===== config.mk =====
export PLATFORM = sky130hd
export DESIGN_NAME = serial_adder
export DESIGN_NICKNAME = d
export VERILOG_FILES = /design/src/rtl/adder_pkg.sv /design/src/rtl/full_adder_cell.sv /design/src/rtl/serial_adder.sv
export SDC_FILE = /design/constraint.sdc
export NUM_CORES = 1
export LEC_CHECK = 0
export BUFFER_PORTS_ARGS = -buffer_cell sky130_fd_sc_hd__buf_2
export CORE_MARGIN = 4
export CORE_UTILIZATION = 57
export CTS_CLUSTER_SIZE = 8
export DETAILED_ROUTE_END_ITERATION = 12
export MAX_ROUTING_LAYER = met4
export PLACE_DENSITY_LB_ADDON = 0.08
export SLEW_MARGIN = 0
export SYNTH_ARGS = -nofsm -noshare
export SYNTH_HDL_FRONTEND = slang
export SYNTH_SLANG_ARGS = --single-unit

===== constraint.sdc =====
create_clock -name CLK -period 5 [get_ports CLK]
set_clock_uncertainty 0.15 [all_clocks]
set_input_delay 0.75 -clock CLK [delete_from_list [all_inputs] [get_ports CLK]]
set_output_delay 0.75 -clock CLK [all_outputs]
set_load 0.02 [all_outputs]

===== src/rtl/adder_pkg.sv =====
// rtl/adder_pkg.sv - shared FSM state, glyph constants and default width for serial_adder
package adder_pkg;

    localparam int DEFAULT_WIDTH = 8;

    typedef enum logic [1:0] {
        IDLE = 2'd0,
        RUN  = 2'd1,
        FIN  = 2'd2
    } adder_state_t;

    // Active-low abcdefg segment patterns
    localparam logic [6:0] GLYPH_S = 7'b0100100;
    localparam logic [6:0] GLYPH_C = 7'b0110001;

endpackage


===== src/rtl/full_adder_cell.sv =====
// rtl/full_adder_cell.sv - one-bit full adder step
module full_adder_cell (
    input  logic a,
    input  logic b,
    input  logic cin,
    output logic s,
    output logic cout
);

    assign s    = a ^ b ^ cin;
    assign cout = (a & b) | (cin & (a ^ b));

endmodule


===== src/rtl/serial_adder.sv =====
// rtl/serial_adder.sv - bit-serial adder with sum/carry display; SERIAL_ADDER_ACCUM_EN adds ACC feedback
module serial_adder
    import adder_pkg::*;
#(
    parameter int WIDTH = DEFAULT_WIDTH
) (
    input  logic             CLK,
    input  logic             RST,
    input  logic             START,
    input  logic [WIDTH-1:0] A,
    input  logic [WIDTH-1:0] B,
`ifdef SERIAL_ADDER_ACCUM_EN
    input  logic             ACC,
`endif
    input  logic             FLIP,
    output logic [WIDTH-1:0] LED,
    output logic [WIDTH-1:0] SUM,
    output logic             COUT,
    output logic             BUSY,
    output logic             DONE,
    output logic [6:0]       SLED
);

    localparam int IW = $clog2(WIDTH);
    localparam logic [IW-1:0] LAST_IDX = IW'(WIDTH - 1);

    adder_state_t state_q, state_d;

    logic [WIDTH-1:0] op_a, op_b;
    logic [WIDTH-1:0] sum_q, cvec_q;
    logic [IW-1:0]    idx;
    logic             carry;
    logic             cout_q;
    logic             step_s, step_c;
    logic [WIDTH-1:0] first_op;

`ifdef SERIAL_ADDER_ACCUM_EN
    assign first_op = ACC ? sum_q : A;
`else
    assign first_op = A;
`endif

    full_adder_cell u_cell (
        .a    (op_a[idx]),
        .b    (op_b[idx]),
        .cin  (carry),
        .s    (step_s),
        .cout (step_c)
    );

    always_ff @(posedge CLK) begin
        if (RST) state_q <= IDLE;
        else     state_q <= state_d;
    end

    always_comb begin
        state_d = state_q;
        case (state_q)
            IDLE:    if (START) state_d = RUN;
            RUN:     if (idx == LAST_IDX) state_d = FIN;
            FIN:     state_d = IDLE;
            default: state_d = IDLE;
        endcase
    end

    always_ff @(posedge CLK) begin
        if (RST) begin
            op_a   <= '0;
            op_b   <= '0;
            sum_q  <= '0;
            cvec_q <= '0;
            idx    <= '0;
            carry  <= 1'b0;
            cout_q <= 1'b0;
        end else begin
            case (state_q)
                IDLE: begin
                    if (START) begin
                        op_a   <= first_op;
                        op_b   <= B;
                        sum_q  <= '0;
                        cvec_q <= '0;
                        idx    <= '0;
                        carry  <= 1'b0;
                    end
                end
                RUN: begin
                    sum_q[idx]  <= step_s;
                    cvec_q[idx] <= step_c;
                    carry       <= step_c;
                    idx         <= idx + 1'b1;
                end
                FIN:     cout_q <= carry;
                default: ;
            endcase
        end
    end

    assign SUM  = sum_q;
    assign COUT = cout_q;
    assign BUSY = (state_q == RUN);
    assign DONE = (state_q == FIN);
    assign LED  = FLIP ? cvec_q : sum_q;
    assign SLED = FLIP ? GLYPH_C : GLYPH_S;

endmodule


# Yosys cells after proc, flatten, opt, wreduce, memory -nomap -nowiden
# Index checks and enable logic that the tools add are counted.
# W data, S select, Z words.
[word_totals]
register_bits = 39
inputBits = 20
wordCells = 47
out_inout_bits = 26
[op_classes]
add_sub_neg = 1
muxes = 20
n_bitwise = 5
order_cmp = 2
n_reduce_logical = 6
eq_ne = 5
[ops]
columns = ["operator", "count"]
rows = [
  ["$pmux W8 S2", 2],
  ["$bwmux W8", 2],
  ["$mux W8", 2],
  ["$bmux W1 S3", 2],
  ["$pmux W3 S2", 1],
  ["$reduce_and A2 Y1", 3],
  ["$mux W5", 1],
  ["$lt A3 B4 Y1 const B", 1],
  ["$mux W1", 4],
  ["$mux W2", 2],
  ["$pmux W2 S2", 1],
  ["$add A3 B1 Y3 const B", 1],
  ["$demux W1 S3", 1],
  ["$eq A3 B3 Y1 const B", 1],
  ["$ge A3 B1 Y1 const B", 1],
  ["$mux W3", 1],
  ["$and A1 B1 Y1", 2],
  ["$eq A2 B1 Y1 const B", 1],
  ["$eq A2 B2 Y1 const B", 1],
  ["$logic_not A2 Y1", 1],
  ["$ne A2 B1 Y1 const B", 1],
  ["$ne A2 B2 Y1 const B", 1],
  ["$pmux W1 S2", 1],
  ["$reduce_bool A2 Y1", 1],
  ["other kinds (3)", 4],
]

# Longest topological paths before layout
[depth]
depth_word = 7
depth_mapped = 8
ltp_nobuf = 6

# By module
# A second synthesis with hierarchy kept.
[unflattened]
hier_cells = 205
area_unflattened_um2 = 1869.3
[modules_own_cells]
columns = ["mod", "cells_each", "instances", "seq_area_each_um2", "area_per_inst_um2"]
rows = [
  ["serial_adder", 204, 1, 780.7, 1849.3],
  ["full_adder_cell", 1, 1, 0.0, 20.0],
]

# Least setup slack after synthesis
# No wires, ideal clock.
[synth_path]
path_kind = "input to output"
startpoint = "input port FLIP"
endpoint = "output port LED[0]"
setup_slack_ns = 2.638
t_arrival_ns = 1.462
stages = 2
n_path_buf = 1
required_ns = 4.100
cell_sequence = "clkbuf_1 -> mux2_2"
[synth_via]
elab_chain_cells = 1
[synth_lines]
columns = ["item", "line_no", "rtl"]
rows = [
  ["start, declared", "serial_adder.sv:15", "input logic FLIP,"],
  ["$mux W8", "serial_adder.sv:103", "assign LED = FLIP ? cvec_q : sum_q;"],
  ["end, declared", "serial_adder.sv:16", "output logic [WIDTH-1:0] LED,"],
]
# No other way between the ends.

# Worst setup path after layout
[layout_path]
startpoint = "register idx[0]"
endpoint = "register sum_q[2], in the netlist SUM[2]"
[layout_via]
elab_chain_cells = 6
elab_cells_between_ends = 13
cone_classes = "order compare (2); mux (8); bitwise (2); reduce/logical (1)"
[layout_lines]
columns = ["item", "line_no", "rtl"]
rows = [
  ["start, declared", "serial_adder.sv:31", "logic [IW-1:0] idx;"],
  ["start signal, assigned", "serial_adder.sv:91", "idx <= idx + 1'b1;"],
  ["$lt A3 B4 Y1 (implied by the code) (tied with other cells)", "serial_adder.sv:88", "sum_q[idx] <= step_s;"],
  ["$logic_and A1 B1 Y1 (implied by the code) (tied with other cells)", "serial_adder.sv:88", ""],
  ["$mux W1 (implied by the code) or $xor A1 B1 Y1 (tied branches)", "serial_adder.sv:88, full_adder_cell.sv:10", ""],
  ["$demux W1 S3 or $xor A1 B1 Y1 (tied branches)", "serial_adder.sv:88, full_adder_cell.sv:10", ""],
  ["$bwmux W8 *", "serial_adder.sv:88", ""],
  ["$pmux W8 S2 *", "serial_adder.sv:76", "case (state_q)"],
  ["end signal, assigned by index", "serial_adder.sv:88", ""],
  ["end, declared", "serial_adder.sv:30", "logic [WIDTH-1:0] sum_q, cvec_q;"],
]
# Every way passes the cells marked *; elsewhere a longest branch is shown, timed or not. The select of a mux whose other input is x is not followed.
# A chain may end at the register's enable or synchronous reset.

==> impl_metrics.xml <==
<?xml version="1.0" encoding="UTF-8"?>
<metrics>
  <group name="run_status">
    <metric name="run_status" unit="">completed</metric>
  </group>
  <group name="worst_setup_path">
    <metric name="endpoint_class_of_the_critical_path" unit="">flop</metric>
    <metric name="critPathMaxStageDelay" unit="ns">0.76</metric>
    <metric name="cp_cell_sequence" unit="">mux4_1 &gt; mux2_2 &gt; fa_1 &gt; nand3_1 &gt; a21oi_1</metric>
    <metric name="setup.worst_path.class" unit="">reg -&gt; reg</metric>
    <metric name="timing.critical_path.max_delay_family" unit="">multiplexers</metric>
    <metric name="arrival" unit="ns">2.94</metric>
    <metric name="timing.critical_path.slowest_stage_cell" unit="">dfxtp_1</metric>
    <metric name="crit_path_start_kind" unit="">flop</metric>
    <metric name="crit_buf_inv" unit="">0</metric>
    <metric name="worst-endpoint-required" unit="ns">5.12</metric>
    <metric name="critical_path.max_fanout" unit="">16</metric>
  </group>
  <group name="floorplan">
    <metric name="initial_core_util" unit="">0.6155</metric>
    <metric name="floorplan.core_area" unit="um^2">3153</metric>
    <metric name="placement_rows" unit="">20</metric>
    <metric name="die_h" unit="um">66.35</metric>
    <metric name="die_w" unit="um">66.35</metric>
    <metric name="floorplan.io_pins" unit="">46</metric>
    <metric name="die-area" unit="um^2">4402</metric>
  </group>
  <group name="power">
    <metric name="power_density" unit="nW/um^2">293.0</metric>
    <metric name="max-vdd-ir-drop" unit="V">0.0001632</metric>
    <metric name="p_leak" unit="uW">0.0009068</metric>
  </group>
  <group name="placed_design">
    <metric name="place_area" unit="um^2">2052</metric>
    <metric name="dp_hpwl" unit="um">2818</metric>
    <metric name="numPortBuffers" unit="">41</metric>
    <metric name="placed_cells_incl_taps" unit="">277</metric>
    <metric name="gp_congestion" unit="">0.8255</metric>
  </group>
  <group name="finish">
    <metric name="layout-drive-gt1-share" unit="">0.2863</metric>
    <metric name="postLayoutCoreUtil" unit="">0.6782</metric>
    <metric name="final_cell_area" unit="um^2">2138</metric>
    <metric name="n_antenna_cell" unit="">0</metric>
    <metric name="final_cell_count_no_fill" unit="">285</metric>
    <metric name="flow.area_growth_from_synthesis" unit="%">10.19</metric>
    <metric name="nNetsFinal" unit="">263</metric>
  </group>
  <group name="timing">
    <metric name="finalMaxSlewViolations" unit="">0</metric>
    <metric name="clock.fmax" unit="MHz">354.5</metric>
    <metric name="relSlewSlack" unit="">0.4268</metric>
    <metric name="setup_viol" unit="">0</metric>
    <metric name="fin_hold_ws" unit="ns">0.3100</metric>
    <metric name="fin_tns_setup" unit="ns">0</metric>
    <metric name="finalCritPeriodShare" unit="">0.5642</metric>
    <metric name="timing.final.hold_violations" unit="">0</metric>
    <metric name="setup_repair_after_global_routing_missed_its_margin" unit="">no</metric>
    <metric name="fin_crit" unit="ns">2.821</metric>
    <metric name="worstMarginPinSlew" unit="ns">0.8598</metric>
  </group>
  <group name="clock_tree">
    <metric name="h-tree-depth" unit="">2</metric>
    <metric name="cts.sink_count" unit="">39</metric>
    <metric name="max-clock-path-buffers" unit="">2</metric>
    <metric name="cts-buffers-inserted" unit="">5</metric>
    <metric name="postCtsSetupBuffers" unit="">0</metric>
    <metric name="cts-resized-gates" unit="">0</metric>
    <metric name="insertion_delay" unit="ns">0.34</metric>
    <metric name="clock_tree_from_tritoncts" unit="">built</metric>
    <metric name="cts.hold.buffers_added" unit="">0</metric>
    <metric name="cts.root.buffer_cell" unit="">clkbuf_4</metric>
    <metric name="clkSlewWorstSetupHoldPaths" unit="ns">0.12</metric>
  </group>
  <group name="drt">
    <metric name="antenna_left" unit="">0</metric>
    <metric name="drt-total-wl" unit="um">3956</metric>
    <metric name="detailedRoute.firstPassIterationCount" unit="">5</metric>
    <metric name="route.vias.total" unit="">1616</metric>
    <metric name="drt_iter0_markers" unit="">144</metric>
    <metric name="routedWlPerCell" unit="um">13.88</metric>
    <metric name="route.detailed.drc" unit="">0</metric>
    <metric name="viasPerCell" unit="">5.670</metric>
  </group>
  <group name="logic_synthesis">
    <metric name="synth_cell_type_count" unit="">41</metric>
    <metric name="synth.yosys.warnings" unit="">0</metric>
    <metric name="synth_area_per_cell" unit="um^2">9.111</metric>
    <metric name="mappedNetlistArea" unit="um^2">1941</metric>
    <metric name="ys_seq_area_frac" unit="">0.4023</metric>
    <metric name="ys_ff_latch" unit="">39</metric>
    <metric name="synth_cells" unit="">213</metric>
  </group>
  <group name="global_routing">
    <metric name="grtUsageTotal" unit="">0.1975</metric>
    <metric name="globalRouteOverflowTotal" unit="">0</metric>
    <metric name="first_global_vias" unit="">1450</metric>
    <metric name="grt_first_pass_wirelength" unit="um">6582</metric>
    <metric name="initial_antenna_violation_count" unit="">0</metric>
    <metric name="grt_max_degree" unit="">40</metric>
  </group>
  <group name="flow_run">
    <metric name="max-cap-violations" unit="">0</metric>
  </group>
  <group name="worst_hold_path">
    <metric name="hp-class" unit="">reg -&gt; reg</metric>
  </group>
</metrics>
-- power by group --
part	internal [uW]	switching (uW)	leakage, uW
clock network	118	101	0.0000482
logic	30.0	45.0	0.000541
registers	321	11.4	0.000317
total	469	158	0.000907
-- cell usage after synthesis (all sizes together) --
| library cell | instances | share of area |
|---|---|---|
| or3b | 3 | 0.015 |
| o21bai | 1 | 0.0039 |
| o311ai | 4 | 0.018 |
| nand3b | 1 | 0.010 |
| and3b | 2 | 0.0097 |
| dfxtp | 39 | 0.40 |
| a22oi | 3 | 0.012 |
| a21oi | 30 | 0.077 |
| o21ai | 1 | 0.0026 |
| a221oi | 2 | 0.0090 |
| a2bb2oi | 1 | 0.0045 |
| nor2 | 8 | 0.015 |
| conb | 2 | 0.0039 |
| o22ai | 2 | 0.0097 |
| clkbuf | 7 | 0.014 |
| nor2b | 3 | 0.0097 |
| buf | 16 | 0.067 |
| o211ai | 8 | 0.031 |
| mux4 | 2 | 0.025 |
| and2b | 1 | 0.0045 |
| inv | 3 | 0.0058 |
| mux2i | 2 | 0.010 |
| ha | 2 | 0.013 |
| nand3 | 12 | 0.031 |
| a22o | 4 | 0.018 |
| nand2b | 3 | 0.0097 |
| and3 | 1 | 0.0032 |
| mux2 | 10 | 0.058 |
| o21ba | 1 | 0.0052 |
| nor3b | 2 | 0.019 |
| nor4 | 2 | 0.0064 |
| nand2 | 34 | 0.066 |
| fa | 1 | 0.010 |
-- flip-flops by register name, indices dropped and copies added (netlist names) --
| signal | flops |
|---|---|
| carry | 1 |
| cvec_q | 8 |
| op_b | 8 |
| SUM | 8 |
| COUT | 1 |
| state_q | 2 |
| op_a | 8 |
| idx | 3 |
-- stage by stage --
step	total power, uW	worst slack (ns)
final	626.5	2.179
after detailed placement	414.5	2.177
after CTS	630.1	2.164
after global routing	655.9	1.987
after floorplan	401.6	2.638
after global placement	411.1	2.286
-- final timing paths --
path                        startpoint              endpoint  slack (ns)  depth (start not counted)
setup / recovery   idx[0]$_SDFFE_PP0P_   SUM[2]$_SDFFE_PP0P_        2.18                          5
hold / removal    op_b[2]$_SDFFE_PP0P_  op_b[2]$_SDFFE_PP0P_        0.31                          2
setup reg to reg   idx[0]$_SDFFE_PP0P_   SUM[2]$_SDFFE_PP0P_        2.18                          5
hold reg to reg   op_b[2]$_SDFFE_PP0P_  op_b[2]$_SDFFE_PP0P_        0.31                          2
-- metal layers --
layer  GRT usage  share of wire
met1      0.2253           0.43
met4     0.06345          0.018
met2      0.3321           0.48
met3     0.05782          0.069
met5           -              0
-- kinds of logic (layout without fill, tap and decap cells) --
kind of cell	after synthesis	in the layout	synth area share
compound gates	57	57	0.1908
fa+ha+maj	3	3	0.02321
buf+inv	26	52	0.08640
flops	39	39	0.4023
mux	14	14	0.09349
other cells	2	4	0.003870
simple gates	72	72	0.1999
-- cells in the final DEF (no fill, tap or decap), types with 3 or more instances in the layout --
| cell type | count |
|---|---|
| nor2b_1 | 3 |
| a22oi_1 | 3 |
| o211ai_1 | 8 |
| nand2b_1 | 3 |
| dfxtp_1 | 39 |
| a22o_1 | 4 |
| conb_1 | 4 |
| a21oi_1 | 30 |
| nand3_1 | 12 |
| nand2_1 | 34 |
| mux2_2 | 10 |
| buf_2 | 41 |
| clkbuf_4 | 5 |
| inv_1 | 3 |
| nor2_1 | 8 |
-- worst min-delay path, delay by kind of cell, from the launching register on --
kind             cells  cell delay, ns
AND/OR/NAND/NOR      1            0.05
AO/OA/AOI/OAI        1            0.05
flip-flops           1            0.32
-- area by class of cell --
cell class	count	area (um^2)
Fill cell	279	1015
Inverter	3	11.26
Clock buffer	6	51.30
Clock inverter	2	35.03
Multi-Input combinational cell	150	999.7
Timing Repair Buffer	41	205.2
Sequential cell	39	780.7
Tap cell	44	55.05
(Power assumes the default switching activity.)
